### config.mk
export PLATFORM = sky130hd
export DESIGN_NAME = mem_access_load_unit_flat
export DESIGN_NICKNAME = d
export VERILOG_FILES = /design/src/rtl/mem_access_load_unit_if.sv /design/src/rtl/mem_access_load_unit.sv /design/src/flat_wrapper.sv
export SDC_FILE = /design/constraint.sdc
export NUM_CORES = 1
export LEC_CHECK = 0
export ABC_AREA = 1
export CORE_MARGIN = 2
export CORE_UTILIZATION = 40
export DETAILED_ROUTE_END_ITERATION = 16
export PLACE_DENSITY = 0.81
export SLEW_MARGIN = 0
export SYNTH_ARGS = -nofsm -noshare
export SYNTH_HDL_FRONTEND = slang
export SYNTH_SLANG_ARGS = --single-unit
### constraint.sdc
create_clock -name clk -period 3 [get_ports clk]
set_clock_uncertainty 0.1 [all_clocks]
set_input_delay 0.6 -clock clk [delete_from_list [all_inputs] [get_ports clk]]
set_output_delay 0.6 -clock clk [all_outputs]
set_load 0.03 [all_outputs]
### src/rtl/mem_access_load_unit_if.sv
// Load-unit bus bundle: LSU packet in, D-cache request/response, writeback record out.
interface mem_access_load_unit_if #(
    parameter int unsigned XLEN      = 32,
    parameter int unsigned ROB_TAG_W = 5,
    parameter int unsigned PRF_W     = 6
);
    logic                 flush;

    logic                 lsu_valid;
    logic                 lsu_ready;
    logic [XLEN-1:0]      lsu_addr;
    logic [1:0]           lsu_size;
    logic                 lsu_unsigned;
    logic [ROB_TAG_W-1:0] lsu_rob_tag;
    logic [PRF_W-1:0]     lsu_prd;

    logic                 dc_req;
    logic [XLEN-1:0]      dc_addr;
    logic                 dc_gnt;
    logic                 dc_rsp_valid;
    logic [XLEN-1:0]      dc_rsp_data;

    logic                 wb_valid;
    logic [ROB_TAG_W-1:0] wb_rob_tag;
    logic [PRF_W-1:0]     wb_prd;
    logic [XLEN-1:0]      wb_data;
    logic                 wb_misalign;

    // Pipeline / cache side: drives packets, grants and responses
    modport master (
        output flush,
        output lsu_valid, lsu_addr, lsu_size, lsu_unsigned, lsu_rob_tag, lsu_prd,
        output dc_gnt, dc_rsp_valid, dc_rsp_data,
        input  lsu_ready, dc_req, dc_addr,
        input  wb_valid, wb_rob_tag, wb_prd, wb_data, wb_misalign
    );

    // Load unit side
    modport slave (
        input  flush,
        input  lsu_valid, lsu_addr, lsu_size, lsu_unsigned, lsu_rob_tag, lsu_prd,
        input  dc_gnt, dc_rsp_valid, dc_rsp_data,
        output lsu_ready, dc_req, dc_addr,
        output wb_valid, wb_rob_tag, wb_prd, wb_data, wb_misalign
    );
endinterface

### src/rtl/mem_access_load_unit.sv
// MemAccess-stage load engine: one outstanding load, cache access, align/extend, writeback.
module mem_access_load_unit #(
    parameter int unsigned XLEN      = 32,
    parameter int unsigned ROB_TAG_W = 5,
    parameter int unsigned PRF_W     = 6
) (
    input  logic                   clk,
    input  logic                   rst_n,
    mem_access_load_unit_if.slave  bus
);
    localparam int unsigned OFF_W  = 2;
    localparam int unsigned SIZE_W = 2;

    typedef enum logic [1:0] {
        IDLE  = 2'd0,
        REQ   = 2'd1,
        WAIT  = 2'd2,
        DRAIN = 2'd3
    } state_t;

    state_t                 state_q, state_d;

    logic [OFF_W-1:0]       off_q;
    logic [SIZE_W-1:0]      size_q;
    logic                   uns_q;
    logic [ROB_TAG_W-1:0]   tag_q;
    logic [PRF_W-1:0]       prd_q;

    logic                   dc_req_q,      dc_req_d;
    logic [XLEN-1:0]        dc_addr_q,     dc_addr_d;
    logic                   wb_valid_q,    wb_valid_d;
    logic                   wb_misalign_q, wb_misalign_d;
    logic [XLEN-1:0]        wb_data_q,     wb_data_d;
    logic [ROB_TAG_W-1:0]   wb_tag_q,      wb_tag_d;
    logic [PRF_W-1:0]       wb_prd_q,      wb_prd_d;

    logic                   lsu_ready_c;
    logic                   accept_c;
    logic                   misalign_c;
    logic                   capture_c;
    logic [XLEN-1:0]        shifted_c;
    logic [XLEN-1:0]        load_data_c;

    // Only one load in flight; a flush closes the door for the current cycle
    assign lsu_ready_c = (state_q == IDLE) && !bus.flush;
    assign accept_c    = bus.lsu_valid && lsu_ready_c;

    // Natural-alignment check on the incoming packet (size 3 behaves as word)
    always_comb begin
        misalign_c = 1'b0;
        case (bus.lsu_size)
            2'd0:    misalign_c = 1'b0;
            2'd1:    misalign_c = bus.lsu_addr[0];
            default: misalign_c = (bus.lsu_addr[1:0] != 2'b00);
        endcase
    end

    // Byte-lane alignment and sign/zero extension of the returned word
    always_comb begin
        shifted_c   = bus.dc_rsp_data >> {off_q, 3'b000};
        load_data_c = shifted_c;
        case (size_q)
            2'd0: load_data_c = uns_q ? {{(XLEN-8){1'b0}}, shifted_c[7:0]}
                                      : {{(XLEN-8){shifted_c[7]}}, shifted_c[7:0]};
            2'd1: load_data_c = uns_q ? {{(XLEN-16){1'b0}}, shifted_c[15:0]}
                                      : {{(XLEN-16){shifted_c[15]}}, shifted_c[15:0]};
            default: load_data_c = shifted_c;
        endcase
    end

    // Next-state and registered-output decode; flush outranks accept and writeback
    always_comb begin
        state_d       = state_q;
        capture_c     = 1'b0;
        dc_addr_d     = dc_addr_q;
        wb_valid_d    = 1'b0;
        wb_misalign_d = wb_misalign_q;
        wb_data_d     = wb_data_q;
        wb_tag_d      = wb_tag_q;
        wb_prd_d      = wb_prd_q;

        case (state_q)
            IDLE: begin
                if (accept_c) begin
                    capture_c = 1'b1;
                    if (misalign_c) begin
                        wb_valid_d    = 1'b1;
                        wb_misalign_d = 1'b1;
                        wb_data_d     = bus.lsu_addr;
                        wb_tag_d      = bus.lsu_rob_tag;
                        wb_prd_d      = bus.lsu_prd;
                    end else begin
                        state_d   = REQ;
                        dc_addr_d = {bus.lsu_addr[XLEN-1:2], 2'b00};
                    end
                end
            end
            REQ: begin
                if (bus.flush) begin
                    state_d = bus.dc_gnt ? DRAIN : IDLE;
                end else if (bus.dc_gnt) begin
                    state_d = WAIT;
                end
            end
            WAIT: begin
                if (bus.flush) begin
                    state_d = bus.dc_rsp_valid ? IDLE : DRAIN;
                end else if (bus.dc_rsp_valid) begin
                    state_d       = IDLE;
                    wb_valid_d    = 1'b1;
                    wb_misalign_d = 1'b0;
                    wb_data_d     = load_data_c;
                    wb_tag_d      = tag_q;
                    wb_prd_d      = prd_q;
                end
            end
            DRAIN: begin
                if (bus.dc_rsp_valid) begin
                    state_d = IDLE;
                end
            end
            default: state_d = IDLE;
        endcase

        dc_req_d = (state_d == REQ);
    end

    // State and output registers
    always_ff @(posedge clk) begin
        if (!rst_n) begin
            state_q       <= IDLE;
            dc_req_q      <= 1'b0;
            dc_addr_q     <= '0;
            wb_valid_q    <= 1'b0;
            wb_misalign_q <= 1'b0;
            wb_data_q     <= '0;
            wb_tag_q      <= '0;
            wb_prd_q      <= '0;
        end else begin
            state_q       <= state_d;
            dc_req_q      <= dc_req_d;
            dc_addr_q     <= dc_addr_d;
            wb_valid_q    <= wb_valid_d;
            wb_misalign_q <= wb_misalign_d;
            wb_data_q     <= wb_data_d;
            wb_tag_q      <= wb_tag_d;
            wb_prd_q      <= wb_prd_d;
        end
    end

    // Packet fields needed after the accept cycle
    always_ff @(posedge clk) begin
        if (!rst_n) begin
            off_q  <= '0;
            size_q <= '0;
            uns_q  <= 1'b0;
            tag_q  <= '0;
            prd_q  <= '0;
        end else if (capture_c) begin
            off_q  <= bus.lsu_addr[1:0];
            size_q <= bus.lsu_size;
            uns_q  <= bus.lsu_unsigned;
            tag_q  <= bus.lsu_rob_tag;
            prd_q  <= bus.lsu_prd;
        end
    end

    assign bus.lsu_ready   = lsu_ready_c;
    assign bus.dc_req      = dc_req_q;
    assign bus.dc_addr     = dc_addr_q;
    assign bus.wb_valid    = wb_valid_q;
    assign bus.wb_misalign = wb_misalign_q;
    assign bus.wb_data     = wb_data_q;
    assign bus.wb_rob_tag  = wb_tag_q;
    assign bus.wb_prd      = wb_prd_q;

endmodule

### src/flat_wrapper.sv
// flat-port wrapper written by rule: the top's interface ports become plain ports
module mem_access_load_unit_flat 
#(
    parameter int unsigned XLEN      = 32,
    parameter int unsigned ROB_TAG_W = 5,
    parameter int unsigned PRF_W     = 6
)
  (clk, rst_n, bus_flush, bus_lsu_valid, bus_lsu_addr, bus_lsu_size, bus_lsu_unsigned, bus_lsu_rob_tag, bus_lsu_prd, bus_dc_gnt, bus_dc_rsp_valid, bus_dc_rsp_data, bus_lsu_ready, bus_dc_req, bus_dc_addr, bus_wb_valid, bus_wb_rob_tag, bus_wb_prd, bus_wb_data, bus_wb_misalign);
  mem_access_load_unit_if #(.XLEN(XLEN), .ROB_TAG_W(ROB_TAG_W), .PRF_W(PRF_W)) bus_i ();
  input  logic clk;
  input  logic rst_n;
  input wire logic [$bits(bus_i.flush)-1:0] bus_flush;
  input wire logic [$bits(bus_i.lsu_valid)-1:0] bus_lsu_valid;
  input wire logic [$bits(bus_i.lsu_addr)-1:0] bus_lsu_addr;
  input wire logic [$bits(bus_i.lsu_size)-1:0] bus_lsu_size;
  input wire logic [$bits(bus_i.lsu_unsigned)-1:0] bus_lsu_unsigned;
  input wire logic [$bits(bus_i.lsu_rob_tag)-1:0] bus_lsu_rob_tag;
  input wire logic [$bits(bus_i.lsu_prd)-1:0] bus_lsu_prd;
  input wire logic [$bits(bus_i.dc_gnt)-1:0] bus_dc_gnt;
  input wire logic [$bits(bus_i.dc_rsp_valid)-1:0] bus_dc_rsp_valid;
  input wire logic [$bits(bus_i.dc_rsp_data)-1:0] bus_dc_rsp_data;
  output wire logic [$bits(bus_i.lsu_ready)-1:0] bus_lsu_ready;
  output wire logic [$bits(bus_i.dc_req)-1:0] bus_dc_req;
  output wire logic [$bits(bus_i.dc_addr)-1:0] bus_dc_addr;
  output wire logic [$bits(bus_i.wb_valid)-1:0] bus_wb_valid;
  output wire logic [$bits(bus_i.wb_rob_tag)-1:0] bus_wb_rob_tag;
  output wire logic [$bits(bus_i.wb_prd)-1:0] bus_wb_prd;
  output wire logic [$bits(bus_i.wb_data)-1:0] bus_wb_data;
  output wire logic [$bits(bus_i.wb_misalign)-1:0] bus_wb_misalign;
  assign bus_i.flush = bus_flush;
  assign bus_i.lsu_valid = bus_lsu_valid;
  assign bus_i.lsu_addr = bus_lsu_addr;
  assign bus_i.lsu_size = bus_lsu_size;
  assign bus_i.lsu_unsigned = bus_lsu_unsigned;
  assign bus_i.lsu_rob_tag = bus_lsu_rob_tag;
  assign bus_i.lsu_prd = bus_lsu_prd;
  assign bus_i.dc_gnt = bus_dc_gnt;
  assign bus_i.dc_rsp_valid = bus_dc_rsp_valid;
  assign bus_i.dc_rsp_data = bus_dc_rsp_data;
  assign bus_lsu_ready = bus_i.lsu_ready;
  assign bus_dc_req = bus_i.dc_req;
  assign bus_dc_addr = bus_i.dc_addr;
  assign bus_wb_valid = bus_i.wb_valid;
  assign bus_wb_rob_tag = bus_i.wb_rob_tag;
  assign bus_wb_prd = bus_i.wb_prd;
  assign bus_wb_data = bus_i.wb_data;
  assign bus_wb_misalign = bus_i.wb_misalign;
  mem_access_load_unit #(.XLEN(XLEN), .ROB_TAG_W(ROB_TAG_W), .PRF_W(PRF_W)) u_core (.clk(clk), .rst_n(rst_n), .bus(bus_i));
endmodule
# Yosys cells after proc, flatten, opt, wreduce, memory -nomap -nowiden
# Index checks and enable logic that the tools add are counted.
# W data, S select, Z words.
# classes
bitwise,1
n_eq_ne,10
n_mux,40
n_reduce_logical,10
n_shift,1
# ops
op,n
$mux W32,6
$pmux W32 S2,2
$shr A32 B5 Y32,1
$mux W6,4
$mux W5,4
$mux W2,8
$pmux W6 S2,1
$mux W1,10
$pmux W5 S2,1
$eq A2 B1 Y1 const B,4
$pmux W2 S4,1
$logic_not A2 Y1,3
$pmux W1 S2,3
$reduce_and A5 Y1,1
$eq A2 B2 Y1 const B,2
$ne A2 B1 Y1 const B,2
$ne A2 B2 Y1 const B,2
$reduce_bool A2 Y1,2
$reduce_and A3 Y1,1
$logic_and A1 B1 Y1,2
$logic_not A1 Y1,1
$not A1 Y1,1
# totals
word_cells,75
inputBits,84
regBits,94

# Logic depth before layout (Yosys ltp)
# Gate-level depths: netlist of run 1.
# depth
depth_word,6
depth_mapped,10
ltp_nobuf,8

# Worst setup path after synthesis of run 1
# Ideal clock, no wire load.
# synth_timing
kind,input -> output
from,input bus_flush
to,output bus_lsu_ready
t_arrival_ns,1.013
cell_stages,1
path_buffers,0
path_slack_ns,1.287
cell_sequence,nor2_1
# synth_between
elab_chain_cells,2
# synth_rtl
element,line_no,source
start: declaration,flat_wrapper.sv:12,input wire logic [$bits(bus_i.flush)-1:0] bus_flush;
$logic_not A1 Y1,mem_access_load_unit.sv:45,assign lsu_ready_c = (state_q == IDLE) && !bus.flush;
$logic_and A1 B1 Y1,mem_access_load_unit.sv:45,
end: declaration,flat_wrapper.sv:22,output wire logic [$bits(bus_i.lsu_ready)-1:0] bus_lsu_ready;
# Every way passes these cells.

# Final worst setup path of run 1
# Ends and elaborated chain as after synthesis.

==> impl_metrics.yaml, run 1 <==
outcome:
  status: "finished clean"
synth:
  synthSimpleGateAreaFrac: 0.267
  seq_area_frac_synth: 0.415
  synth-main-ff-cell: "dfxtp_1"
  syn-mean-instance-area_um2: 6.72
  synthCells: 676
  synthTopCellsByCount: "nand2_1 (155), dfxtp_1 (94), o21ai_0 (82)"
  muxShareOfSynthArea: 0
  async_reset_ff_frac: 0
  synth_edf_count: 0
  synth_compound_area_frac: 0.213
  synth_top_family_by_area: "simple AND/OR/NAND/NOR gates"
  synth.ff_latch_count: 94
  yosys.area.top_type_share: 0.415
  synth_area_leader_cell: "dfxtp_1"
  synth_cell_types: 25
  synth_most_common_cell: "nand2_1"
  synthAdderAreaFrac: 0
  synthesis.area_mm2: 0.00454
  yosysWarnings: 0
  synth_area_leaders: "dfxtp_1 (41%), nand2_1 (13%), o21ai_0 (9.0%)"
  synth-xor-area-share: 0
worst_setup_path:
  path_cells: "clkdlybuf4s50_1 > nor2_1 > clkdlybuf4s50_1"
  crit_type: "in -> out"
  crit_cells: 3
  r2r-start: "u_core.off_q[1]$_SDFFE_PN0P_"
  crit_fanout: 5
  critPathCaptureType: "output pin"
  crit_end: "bus_lsu_ready"
  crit_top_cell: "clkdlybuf4s50_1"
  max_stage_delay_ns: 0.67
  startpoint: "bus_flush"
  critPathSlowestCell: "clkdlybuf4s50_1"
  cp.buffers_inverters: 2
  crit_path_start_kind: "input pin"
  reg2reg_depth: 7
  worstPathArrival_ns: 1.91
  critPathRequiredTime_ns: 2.30
  critPathTopFamily: "buffers and inverters"
  rr_endpoint: "u_core.bus.wb_data[17]$_SDFFE_PN0P_"
  reg2reg_setup_slack_ns: 0.79
route:
  drt_pass1_iterations: 5
  wl_per_cell_um: 14.4
  routed_wl_mm: 13.7
  antenna_left: 0
  vias: 4721
  avgViaCountPerCell: 4.96
  drtIter0Drc: 382
  drc: 0
cts:
  clk_pin_slew_ns: 0.06
  htreeDepth: 3
  numClockSinks: 94
  cts_resized: 0
  cts_tree: "yes"
  cts_setup_buffers: 0
  cts_root_buffer: "clkbuf_16"
  clk_path_buf_depth: 2
  cts_inserted_buffers: 9
  holdBufCountCts: 0
  clk_latency_ns: 0.33
floorplan:
  dieArea_mm2: 0.0122
  rows: 38
  io_pins: 163
  die-width_um: 111
  chipHeight_um: 111
  coreArea_mm2: 0.0109
  start_util: 0.415
sta:
  fmax_mhz: 383
  rsz0062_at_grt: "false"
  relSlewSlack: 0.258
  whs_ns: 0.345
  slew_viol_final: 0
  worstMarginPinSlew_ns: 1.11
  fin_crit_sh: 0.871
  period_needed_ns: 2.61
  finalSetupViolations: 0
  hold_viol_final: 0
  tns_ns: 0
grt:
  grt_max_degree: 70
  first_global_vias: 4354
  grt_pass1_wl_mm: 22.1
  grt_use_total: 0.220
  antenna_found_initial: 0
  grt_overflow: 0
cells_and_area:
  fin_cells: 951
  drive_gt1_frac: 0.0592
  fin_nets: 891
  areaGrowthSynthToFinish_pct: 42.1
  num_antenna_cells: 0
placed_design:
  place.gp.congestion: 0.907
  post-dp-hpwl_mm: 9.81
  numPlacedInstances: 936
  io_buffer_count: 160
job:
  drv_cap: 0
worst_hold_path:
  hp-class: "reg -> reg"
power:
  pwr_density_cell_mw_per_mm2: 520
  peakVddDrop_uv: 284
  leakage_nw: 2.75
==> metrics by stage <==
stage          setup WS, ns  power (W)   util  area (um2)
6_report              0.387    0.00335  0.590        6450
3_5_place_dp          0.372    0.00214  0.561        6130
5_1_grt               0.335    0.00350  0.590        6450
3_3_place_gp          0.397    0.00213  0.561        6130
4_1_cts               0.373    0.00336  0.590        6450
2_1_floorplan          1.29    0.00183      -        4540
==> worst min path at each step <==
| stage | from | endpoint | cells past startpoint |
|---|---|---|---|
| floorplan | u_core.tag_q[0]$_SDFFE_PN0P_ | u_core.tag_q[0]$_SDFFE_PN0P_ | 2 |
| global placement | u_core.prd_q[1]$_SDFFE_PN0P_ | u_core.prd_q[1]$_SDFFE_PN0P_ | 2 |
| detailed placement | u_core.tag_q[1]$_SDFFE_PN0P_ | u_core.tag_q[1]$_SDFFE_PN0P_ | 2 |
| CTS | u_core.prd_q[1]$_SDFFE_PN0P_ | u_core.prd_q[1]$_SDFFE_PN0P_ | 2 |
| global route | u_core.tag_q[3]$_SDFFE_PN0P_ | u_core.tag_q[3]$_SDFFE_PN0P_ | 2 |
| finish | u_core.prd_q[3]$_SDFFE_PN0P_ | u_core.prd_q[3]$_SDFFE_PN0P_ | 2 |
==> placed cells by master (no fill, tap or decap), types with 2 or more instances in the layout <==
master,netlist,routed
nand2_2,3,3
o21ai_1,19,19
a21oi_1,70,70
o211ai_1,2,2
conb_1,1,2
buf_4,9,6
o21ai_0,82,82
inv_2,6,6
buf_12,0,2
nand3_1,53,53
clkdlybuf4s50_1,0,159
clkbuf_16,0,9
nor2_1,77,77
inv_1,47,47
nor2_4,1,2
nand2_1,155,155
dfxtp_1,94,94
bufinv_16,0,2
a21oi_2,10,10
==> sequential cells by signal, summed over array words and instances, names as in the netlist <==
| signal | cells |
|---|---|
| u_core.bus.dc_req | 1 |
| u_core.state_q | 2 |
| u_core.bus.wb_prd | 6 |
| u_core.off_q | 2 |
| u_core.prd_q | 6 |
| u_core.bus.wb_misalign | 1 |
| u_core.bus.wb_valid | 1 |
| u_core.size_q | 2 |
| u_core.tag_q | 5 |
| u_core.bus.wb_rob_tag | 5 |
| u_core.uns_q | 1 |
| u_core.bus.dc_addr | 30 |
| u_core.bus.wb_data | 32 |
==> layout make-up <==
cell class	instances	area, um2
Clock buffer	10	239
Clock inverter	5	82.6
Fill cell	1039	4480
Inverter	54	203
Multi-Input combinational cell	480	2190
Sequential cell	94	1880
Tap cell	140	175
Timing Repair Buffer	168	1680
==> power by group <==
part	internal, W	switching (W)
clock	0.000752	0.000481
sequential	0.00133	0.0000429
combinational	0.000311	0.000435
==> worst reg2reg max path, delay by kind of cell, from the launching register on <==
kind / cells / cell delay (ns)
and+or+nand+nor: 4 / 0.80
AOI/OAI and AO/OA: 1 / 0.12
DFF: 1 / 0.60
buffers and inverters: 2 / 0.52
==> logic make-up (layout without fill, tap and decap cells) <==
group	Yosys count	in the layout
other cells	1	2
flops	94	94
compound gates	184	184
buf+inv	103	237
simple gates	294	294
==> layer usage <==
layer | vias to the layer above | share of wire | global-route usage
met5 | - | 0 | 0
met4 | 0 | 0.014 | 0.0575
met3 | 10 | 0.071 | 0.0565
met2 | 153 | 0.46 | 0.364
met1 | 2108 | 0.45 | 0.285
li1 | 2450 | - | -
Note: power is estimated with default switching activity, not from simulation.
==> run 2: changes to the inputs <==
--- a/config.mk
+++ b/config.mk
@@ -8,6 +8,7 @@
 export ABC_AREA = 1
 export CORE_MARGIN = 2
 export CORE_UTILIZATION = 40
+export CTS_CLUSTER_SIZE = 8
 export DETAILED_ROUTE_END_ITERATION = 16
 export PLACE_DENSITY = 0.81
 export SLEW_MARGIN = 0
==> results of run 2 <==
The final DEF is identical to that of run 1; final timing and power are the same.
==> run 3: changes to the inputs <==
--- a/config.mk
+++ b/config.mk
@@ -10,6 +10,7 @@
 export CORE_UTILIZATION = 40
 export CTS_CLUSTER_SIZE = 8
 export DETAILED_ROUTE_END_ITERATION = 16
+export MAX_ROUTING_LAYER = met4
 export PLACE_DENSITY = 0.81
 export SLEW_MARGIN = 0
 export SYNTH_ARGS = -nofsm -noshare
==> impl_metrics.yaml, run 3 (synthesis gave the netlist of run 1 again) <==
floorplan:
  coreArea_mm2: 0.0109
  chipHeight_um: 111
  start_util: 0.415
  rows: 38
  dieArea_mm2: 0.0122
  io_pins: 163
  die-width_um: 111
sta:
  relSlewSlack: 0.272
  slew_viol_final: 0
  hold_viol_final: 0
  period_needed_ns: 2.61
  fin_crit_sh: 0.871
  rsz0062_at_grt: "false"
  tns_ns: 0
  worstMarginPinSlew_ns: 1.09
  fmax_mhz: 383
  finalSetupViolations: 0
power:
  peakVddDrop_uv: 286
  pwr_density_cell_mw_per_mm2: 520
  leakage_nw: 2.75
worst_setup_path:
  critPathSlowestCell: "clkdlybuf4s50_1"
  max_stage_delay_ns: 0.67
  critPathCaptureType: "output pin"
  reg2reg_depth: 7
  r2r-start: "u_core.off_q[1]$_SDFFE_PN0P_"
  path_cells: "clkdlybuf4s50_1 > nor2_1 > clkdlybuf4s50_1"
  critPathRequiredTime_ns: 2.30
  crit_top_cell: "clkdlybuf4s50_1"
  crit_path_start_kind: "input pin"
  startpoint: "bus_flush"
  rr_endpoint: "u_core.bus.wb_data[17]$_SDFFE_PN0P_"
  crit_fanout: 5
  cp.buffers_inverters: 2
  crit_type: "in -> out"
  crit_end: "bus_lsu_ready"
  worstPathArrival_ns: 1.91
  reg2reg_setup_slack_ns: 0.81
  crit_cells: 3
  critPathTopFamily: "buffers and inverters"
cells_and_area:
  final_cell_area_mm2: 0.00645
  drive_gt1_frac: 0.0592
  regArea_mm2: 0.00188
  fillers: 1039
  fin_nets: 891
  final_common_cell: "clkdlybuf4s50_1"
  num_antenna_cells: 0
  areaGrowthSynthToFinish_pct: 42.1
  multi_input_area_mm2: 0.00219
  largest_reg_flops: 32
  layout_common_cells: "clkdlybuf4s50_1 (159), nand2_1 (155), dfxtp_1 (94), o21ai_0 (82), nor2_1 (77)"
route:
  drtIter0Drc: 441
  vias: 4779
  drt_pass1_iterations: 5
  drc: 0
  wl_per_cell_um: 14.5
  antenna_left: 0
  routed_wl_mm: 13.8
  avgViaCountPerCell: 5.03
cts:
  clk_latency_ns: 0.33
  cts_resized: 0
  cts_root_buffer: "clkbuf_16"
  cts_setup_buffers: 0
  cts_tree: "yes"
  clk_pin_slew_ns: 0.06
  clk_path_buf_depth: 2
  cts_inserted_buffers: 9
  holdBufCountCts: 0
  htreeDepth: 3
  numClockSinks: 94
grt:
  antenna_found_initial: 0
  grt_overflow: 0
  grt_max_degree: 70
  grt_use_total: 0.226
  first_global_vias: 4346
  grt_pass1_wl_mm: 22.2
placed_design:
  place.gp.congestion: 0.922
  dpl_cell_area_mm2: 0.00613
  io_buffer_count: 160
  post-dp-hpwl_mm: 9.81
outcome:
  status: "finished clean"
job:
  drv_cap: 0
worst_hold_path:
  hp-class: "reg -> reg"
run 3: cell counts in the layout (fill, tap and decap cells not counted):
No cell type changed its count.
run 3: how the worst min path moves through the flow:
stage / from / endpoint / slack (ns) / cells after the start
3_5_place_dp: u_core.tag_q[1]$_SDFFE_PN0P_ / u_core.tag_q[1]$_SDFFE_PN0P_ / 0.34 / 2
6_report: u_core.prd_q[3]$_SDFFE_PN0P_ / u_core.prd_q[3]$_SDFFE_PN0P_ / 0.34 / 2
4_1_cts: u_core.prd_q[1]$_SDFFE_PN0P_ / u_core.prd_q[1]$_SDFFE_PN0P_ / 0.35 / 2
5_1_grt: u_core.tag_q[3]$_SDFFE_PN0P_ / u_core.tag_q[3]$_SDFFE_PN0P_ / 0.38 / 2
3_3_place_gp: u_core.prd_q[1]$_SDFFE_PN0P_ / u_core.prd_q[1]$_SDFFE_PN0P_ / 0.33 / 2
2_1_floorplan: u_core.tag_q[0]$_SDFFE_PN0P_ / u_core.tag_q[0]$_SDFFE_PN0P_ / 0.32 / 2
run 3: stage by stage:
stage | util | std cells | setup slack, ns | power (W) | hold slack (ns)
3_3_place_gp | 0.561 | 936 | 0.397 | 0.00213 | 0.333
3_5_place_dp | 0.561 | 936 | 0.372 | 0.00214 | 0.339
4_1_cts | 0.590 | 951 | 0.373 | 0.00336 | 0.349
2_1_floorplan | - | 677 | 1.29 | 0.00183 | 0.325
5_1_grt | 0.590 | 951 | 0.335 | 0.00350 | 0.377
6_report | 0.590 | 951 | 0.387 | 0.00335 | 0.344
run 3: cell type report:
cell class / count / share of cell area
Multi-Input combinational cell: 480 / 0.339
Sequential cell: 94 / 0.292
Timing Repair Buffer: 168 / 0.261
Clock buffer: 10 / 0.0370
Inverter: 54 / 0.0314
Tap cell: 140 / 0.0271
Clock inverter: 5 / 0.0128
run 3: where the power goes:
group / leakage [nW] / internal, W / switching [W]
clock: 0.159 / 0.000752 / 0.000483
sequential: 0.769 / 0.00133 / 0.0000430
combinational: 1.82 / 0.000311 / 0.000435
total: 2.75 / 0.00239 / 0.000961
run 3: worst register-to-register path: stages, from the launching register on:
cell and delay, ns:
dfxtp_1 0.60, inv_1 0.27, buf_4 0.25, nand3_1 0.13, nand4_2 0.32, nand3_1 0.27, nand2_1 0.07, a21oi_1 0.12
run 3: routing by layer:
layer  track usage  up-vias  share of wire
met5             -        -              0
met4        0.0575        0          0.014
met3        0.0467       10          0.063
met2         0.364      159           0.47
met1         0.293     2158           0.45
li1              -     2452              -
